--- src/rtl/mips_pkg.sv ---
// rtl/mips_pkg.sv - shared encodings for the multi-cycle MIPS controller
package mips_pkg;

  typedef enum logic [2:0] {
    S_IF  = 3'd0,
    S_ID  = 3'd1,
    S_EXE = 3'd2,
    S_MEM = 3'd3,
    S_WB  = 3'd4
  } state_e;

  localparam logic [5:0] OP_RTYPE = 6'b000000;
  localparam logic [5:0] OP_ORI   = 6'b001101;
  localparam logic [5:0] OP_LW    = 6'b100011;
  localparam logic [5:0] OP_SW    = 6'b101011;
  localparam logic [5:0] OP_BEQ   = 6'b000100;
  localparam logic [5:0] OP_LUI   = 6'b001111;
  localparam logic [5:0] OP_J     = 6'b000010;

  localparam logic [5:0] FN_ADDU  = 6'b100001;
  localparam logic [5:0] FN_SUBU  = 6'b100011;

  localparam logic [2:0] ALU_ADD  = 3'b000;
  localparam logic [2:0] ALU_SUB  = 3'b001;
  localparam logic [2:0] ALU_OR   = 3'b010;
  localparam logic [2:0] ALU_LUI  = 3'b011;

  // Instruction classes as seen by the FSM; ALU covers addu/subu/ori/lui.
  localparam logic [2:0] CL_ILL   = 3'd0;
  localparam logic [2:0] CL_J     = 3'd1;
  localparam logic [2:0] CL_BEQ   = 3'd2;
  localparam logic [2:0] CL_LW    = 3'd3;
  localparam logic [2:0] CL_SW    = 3'd4;
  localparam logic [2:0] CL_ALU   = 3'd5;

endpackage

--- src/rtl/mips_decode.sv ---
// rtl/mips_decode.sv - combinational instruction decoder: class and datapath selects
module mips_decode
  import mips_pkg::*;
(
  input  logic [5:0] op_i,
  input  logic [5:0] funct_i,
  output logic [2:0] cls_o,
  output logic       reg_dst_o,
  output logic       alu_src_o,
  output logic       mem_to_reg_o,
  output logic       ext_op_o,
  output logic [2:0] alu_op_o
);

  // Decode opcode (and funct for R-type); anything unrecognised is illegal with zero selects.
  always_comb begin
    cls_o        = CL_ILL;
    reg_dst_o    = 1'b0;
    alu_src_o    = 1'b0;
    mem_to_reg_o = 1'b0;
    ext_op_o     = 1'b0;
    alu_op_o     = ALU_ADD;
    case (op_i)
      OP_RTYPE: begin
        if (funct_i == FN_ADDU) begin
          cls_o     = CL_ALU;
          reg_dst_o = 1'b1;
          alu_op_o  = ALU_ADD;
        end else if (funct_i == FN_SUBU) begin
          cls_o     = CL_ALU;
          reg_dst_o = 1'b1;
          alu_op_o  = ALU_SUB;
        end
      end
      OP_ORI: begin
        cls_o     = CL_ALU;
        alu_src_o = 1'b1;
        alu_op_o  = ALU_OR;
      end
      OP_LUI: begin
        cls_o     = CL_ALU;
        alu_src_o = 1'b1;
        alu_op_o  = ALU_LUI;
      end
      OP_LW: begin
        cls_o        = CL_LW;
        alu_src_o    = 1'b1;
        mem_to_reg_o = 1'b1;
        ext_op_o     = 1'b1;
        alu_op_o     = ALU_ADD;
      end
      OP_SW: begin
        cls_o     = CL_SW;
        alu_src_o = 1'b1;
        ext_op_o  = 1'b1;
        alu_op_o  = ALU_ADD;
      end
      OP_BEQ: begin
        cls_o    = CL_BEQ;
        ext_op_o = 1'b1;
        alu_op_o = ALU_SUB;
      end
      OP_J: begin
        cls_o = CL_J;
      end
      default: begin
        cls_o = CL_ILL;
      end
    endcase
  end

endmodule

--- src/rtl/mips_ctrl.sv ---
// rtl/mips_ctrl.sv - multi-cycle MIPS control FSM with IR, strobes and retired-instruction counter
module mips_ctrl
  import mips_pkg::*;
(
  input  logic        clk,
  input  logic        reset,
  input  logic [31:0] ins,
  output logic        pc_wr,
  output logic        npc_sel,
  output logic        jctl,
  output logic        reg_wr,
  output logic        mem_wr,
  output logic        reg_dst,
  output logic        alu_src,
  output logic        mem_to_reg,
  output logic        ext_op,
  output logic [2:0]  alu_op,
  output logic        illegal,
  output logic [2:0]  state,
  output logic [31:0] instr_cnt
);

  state_e      state_q, state_d;
  logic [31:0] ir_q, ir_d;
  logic [31:0] instr_cnt_q, instr_cnt_d;

  logic [2:0]  cls;
  logic        dec_reg_dst, dec_alu_src, dec_mem_to_reg, dec_ext_op;
  logic [2:0]  dec_alu_op;
  logic        sel_en;

  // Only opcode and funct drive decoding; the operand fields are carried for the datapath.
  logic unused_ir;
  assign unused_ir = ^ir_q[25:6];

  mips_decode u_decode (
    .op_i         (ir_q[31:26]),
    .funct_i      (ir_q[5:0]),
    .cls_o        (cls),
    .reg_dst_o    (dec_reg_dst),
    .alu_src_o    (dec_alu_src),
    .mem_to_reg_o (dec_mem_to_reg),
    .ext_op_o     (dec_ext_op),
    .alu_op_o     (dec_alu_op)
  );

  // State, IR and counter registers; reset forces IF immediately so all strobes drop at once.
  always_ff @(posedge clk or negedge reset) begin
    if (!reset) begin
      state_q     <= S_IF;
      ir_q        <= '0;
      instr_cnt_q <= '0;
    end else begin
      state_q     <= state_d;
      ir_q        <= ir_d;
      instr_cnt_q <= instr_cnt_d;
    end
  end

  // IR captures ins only on the IF->ID edge; the counter advances on each retiring cycle.
  always_comb begin
    ir_d        = (state_q == S_IF) ? ins : ir_q;
    instr_cnt_d = instr_cnt_q + {31'd0, pc_wr};
  end

  // Next-state and strobe generation; pc_wr marks the final cycle of every instruction.
  always_comb begin
    state_d = S_IF;
    pc_wr   = 1'b0;
    npc_sel = 1'b0;
    jctl    = 1'b0;
    reg_wr  = 1'b0;
    mem_wr  = 1'b0;
    illegal = 1'b0;
    sel_en  = 1'b0;
    case (state_q)
      S_IF: begin
        state_d = S_ID;
      end
      S_ID: begin
        sel_en = 1'b1;
        if (cls == CL_J) begin
          pc_wr = 1'b1;
          jctl  = 1'b1;
        end else if (cls == CL_ILL) begin
          pc_wr   = 1'b1;
          illegal = 1'b1;
        end else begin
          state_d = S_EXE;
        end
      end
      S_EXE: begin
        sel_en = 1'b1;
        if (cls == CL_BEQ) begin
          pc_wr   = 1'b1;
          npc_sel = 1'b1;
        end else if (cls == CL_LW || cls == CL_SW) begin
          state_d = S_MEM;
        end else if (cls == CL_ALU) begin
          state_d = S_WB;
        end
      end
      S_MEM: begin
        sel_en = 1'b1;
        if (cls == CL_SW) begin
          mem_wr = 1'b1;
          pc_wr  = 1'b1;
        end else if (cls == CL_LW) begin
          state_d = S_WB;
        end
      end
      S_WB: begin
        sel_en = 1'b1;
        reg_wr = 1'b1;
        pc_wr  = 1'b1;
      end
      default: begin
        state_d = S_IF;
      end
    endcase
  end

  // Selects follow the IR from ID onward and are forced low in IF and unused encodings.
  always_comb begin
    reg_dst    = sel_en & dec_reg_dst;
    alu_src    = sel_en & dec_alu_src;
    mem_to_reg = sel_en & dec_mem_to_reg;
    ext_op     = sel_en & dec_ext_op;
    alu_op     = sel_en ? dec_alu_op : 3'b000;
  end

  assign state     = state_q;
  assign instr_cnt = instr_cnt_q;

endmodule

--- config.mk ---
export PLATFORM = sky130hd
export DESIGN_NAME = mips_ctrl
export DESIGN_NICKNAME = d
export VERILOG_FILES = /design/src/rtl/mips_pkg.sv /design/src/rtl/mips_decode.sv /design/src/rtl/mips_ctrl.sv
export SDC_FILE = /design/constraint.sdc
export NUM_CORES = 1
export LEC_CHECK = 0
export BUFFER_PORTS_ARGS = -buffer_cell sky130_fd_sc_hd__buf_4
export CORE_ASPECT_RATIO = 0.9
export CORE_MARGIN = 3
export CORE_UTILIZATION = 49
export DETAILED_ROUTE_END_ITERATION = 6
export PLACE_DENSITY = 0.82
export SLEW_MARGIN = 20
export SYNTH_ARGS = -nofsm -noshare
export SYNTH_HDL_FRONTEND = slang
export SYNTH_SLANG_ARGS = --single-unit
--- constraint.sdc ---
create_clock -name clk -period 3.05 [get_ports clk]
set_input_delay 0.305 -clock clk [delete_from_list [all_inputs] [get_ports clk]]
set_output_delay 0.305 -clock clk [all_outputs]
set_load 0.01 [all_outputs]
==> flow_metrics.py <==
metrics = {
    "status": {
        "status": "finished with violations",
        "violations": "negative hold slack",
    },
    "synthesis": {
        "synth_area_per_cell_um2": 11.3,
        "yosys.cell_types.count": 40,
        "syn-num-nets": 239,
        "synth_edf_count": 0,
        "synth.ff_latch_count": 47,
        "syn_area_mm2": 0.00229,
        "synthFlopType": "dfrtp_1",
        "async_flop_share_pct": 100,
        "yosys_warnings": 0,
        "seq_area_frac_synth_pct": 51.4,
        "syn_inst": 203,
    },
    "cts": {
        "cts_htree_levels": 2,
        "cts_root_buffer": "clkbuf_8",
        "clock_path_buffers": 2,
        "clkTransAtPathRegs_ns": 0.08,
        "cts_setup_buffers": 0,
        "numCtsBuffers": 5,
        "tritoncts": "yes",
        "clock-sinks": 47,
        "worstSkewPairLatency_ns": 0.30,
    },
    "timing": {
        "setup_violations": 0,
        "rsz0062_at_grt": "false",
        "fin_crit_ns": 2.77,
        "max_slew_margin_pct": 61.6,
        "whs_ns": -0.000725,
        "tightest_slew_ns": 0.576,
        "skew_ns": 0.00466,
        "slew_violations": 0,
        "hold_violations": 3,
        "post-route-period-util_pct": 90.7,
        "max_freq_mhz": 362,
        "tns_ns": 0,
    },
    "cells_and_area": {
        "nNetsFinal": 308,
        "drive_above_1_share_pct": 34.6,
        "insertedDiodeCount": 0,
        "final_cells": 332,
        "final_util_pct": 68.5,
        "syn2layout_area_growth_pct": 28.5,
        "design_area_mm2": 0.00294,
    },
    "worst_setup_path": {
        "rr_worst_depth": 10,
        "reg2reg_from": "ir_q[26]",
        "worstPathMaxFanout": 9,
        "arrival_ns": 2.95,
        "cp-end-kind": "flop",
        "critPathRequiredTime_ns": 3.24,
        "critical_path_class": "flop to flop",
        "r2r-end": "instr_cnt[22]",
        "cp-start-kind": "flop",
        "r2r_setup_slack_ns": 0.28,
    },
    "placement": {
        "io_buffers": 60,
        "dp_hpwl_mm": 3.57,
        "placed_cell_area_mm2": 0.00284,
        "place.gp.congestion": 0.887,
        "dp_cells": 325,
    },
    "route": {
        "drc": 0,
        "vias_per_cell": 5.36,
        "vias": 1780,
        "drt_pass1_iterations": 4,
        "wl_mm": 4.98,
        "drt_iter0_markers": 104,
        "ant_nets": 0,
        "wire_per_inst_um": 15.0,
    },
    "die": {
        "die-area_mm2": 0.00553,
        "dieHeight_um": 70.8,
        "die_x_um": 78.0,
        "core_area_mm2": 0.00429,
        "ios": 82,
        "start_util_pct": 53.3,
        "rows": 22,
    },
    "min_path": {
        "hold_path.class": "input port to asynchronous set/reset pin",
    },
    "global_route": {
        "grt_usage_pct": 18.7,
        "grt_pass1_wl_mm": 8.19,
        "grt_max_degree": 48,
        "antenna_found_initial": 0,
        "grt_overflow_total": 0,
        "first_global_vias": 1672,
    },
    "pwr": {
        "p_leak_nw": 1.39,
        "power_density_mw_per_mm2": 692,
        "ir_drop_uv": 290,
    },
    "run": {
        "maxCapViolations": 0,
    },
}
[Yosys cell counts, types with 3 or more instances]
master | number | area share (%)
nor3_1 | 9 | 2.0
nor2b_1 | 3 | 0.82
and3_1 | 4 | 1.1
nor4_1 | 3 | 0.82
nand2_1 | 11 | 1.8
nand4_1 | 11 | 3.0
dfrtp_1 | 47 | 51
nand2b_1 | 4 | 1.1
nor2_1 | 12 | 2.0
mux2_2 | 11 | 5.4
nand3_1 | 16 | 3.5
nor4b_1 | 3 | 1.1
xnor2_1 | 24 | 9.2
xor2_1 | 7 | 2.7
inv_1 | 4 | 0.66
[logic make-up after synthesis]
family	Yosys count	share of synthesized area, %
AOI/OAI and AO/OA	12	3.83
xor gates and xnor gates	31	11.9
adders and majority gates	2	1.09
buffers and inverters	9	1.75
DFF	47	51.4
muxes	11	5.41
other	1	0.164
and+or+nand+nor	90	24.5
[cell usage in the layout, fill, tap and decap left out, types with 6 or more instances in the layout]
master	count
xor2_1	7
nand2_1	11
nor3_1	9
buf_4	67
nand3_1	16
clkbuf_8	6
dfrtp_1	47
xnor2_1	24
nor2_1	12
nand4_1	11
mux2_2	11
[through the flow]
step / total power, mW / setup slack (ns)
6_report: 2.04 / 0.285
2_1_floorplan: 1.36 / 0.0283
3_3_place_gp: 1.63 / 0.139
4_1_cts: 2.03 / 0.0159
3_5_place_dp: 1.66 / 0.0414
5_1_grt: 2.17 / 0.0771
[worst max path at each step]
stage	from	end	depth (start not counted)
2_1_floorplan	ir_q[27]	instr_cnt[22]	10
3_3_place_gp	ir_q[26]	instr_cnt[22]	11
3_5_place_dp	ir_q[26]	instr_cnt[22]	10
4_1_cts	ir_q[26]	instr_cnt[22]	10
5_1_grt	ir_q[28]	instr_cnt[22]	11
6_report	ir_q[26]	instr_cnt[22]	10
[what timing repair did]
action | 4_1_cts | 5_1_grt
endpoints found under the setup margin | 0 | 24
resized for setup | 0 | 4
hold buffers | 0 | 0
[flip-flops by register name (all words and copies together) (netlist names)]
name,flops
ir_q,12
state,3
instr_cnt,32
[area by class of cell]
type                            count  area (um2)
Fill cell                         350        1350
Inverter                            4        15.0
Tap cell                           60        75.1
Sequential cell                    47        1180
Clock inverter                      1        5.00
Clock buffer                        6        82.6
Multi-Input combinational cell    147        1080
Timing Repair Buffer               67         503
[where the power goes]
part / switching (mW) / total [mW] / internal [mW]
combinational: 0.338 / 0.714 / 0.376
sequential: 0.187 / 0.945 / 0.758
clock: 0.198 / 0.376 / 0.178
total: 0.724 / 2.04 / 1.31
[worst max-delay path, cell delays in order, from the launching register on]
cell,delay [ns]
dfrtp_1,0.47
nor4b_1,0.43
o21ai_2,0.14
o311ai_2,0.32
ha_1,0.26
ha_1,0.25
nand3_1,0.14
nor4_4,0.15
buf_4,0.21
nand4_1,0.14
xnor2_1,0.15
[metal layers]
metal	part of all wire [%]	vias to the layer above	global-route usage, %
met5	0	-	0
met4	1.5	0	5.24
met3	5.7	9	3.82
met2	45	59	29.3
met1	48	849	26.7
li1	-	863	-
(Power assumes the default switching activity.)
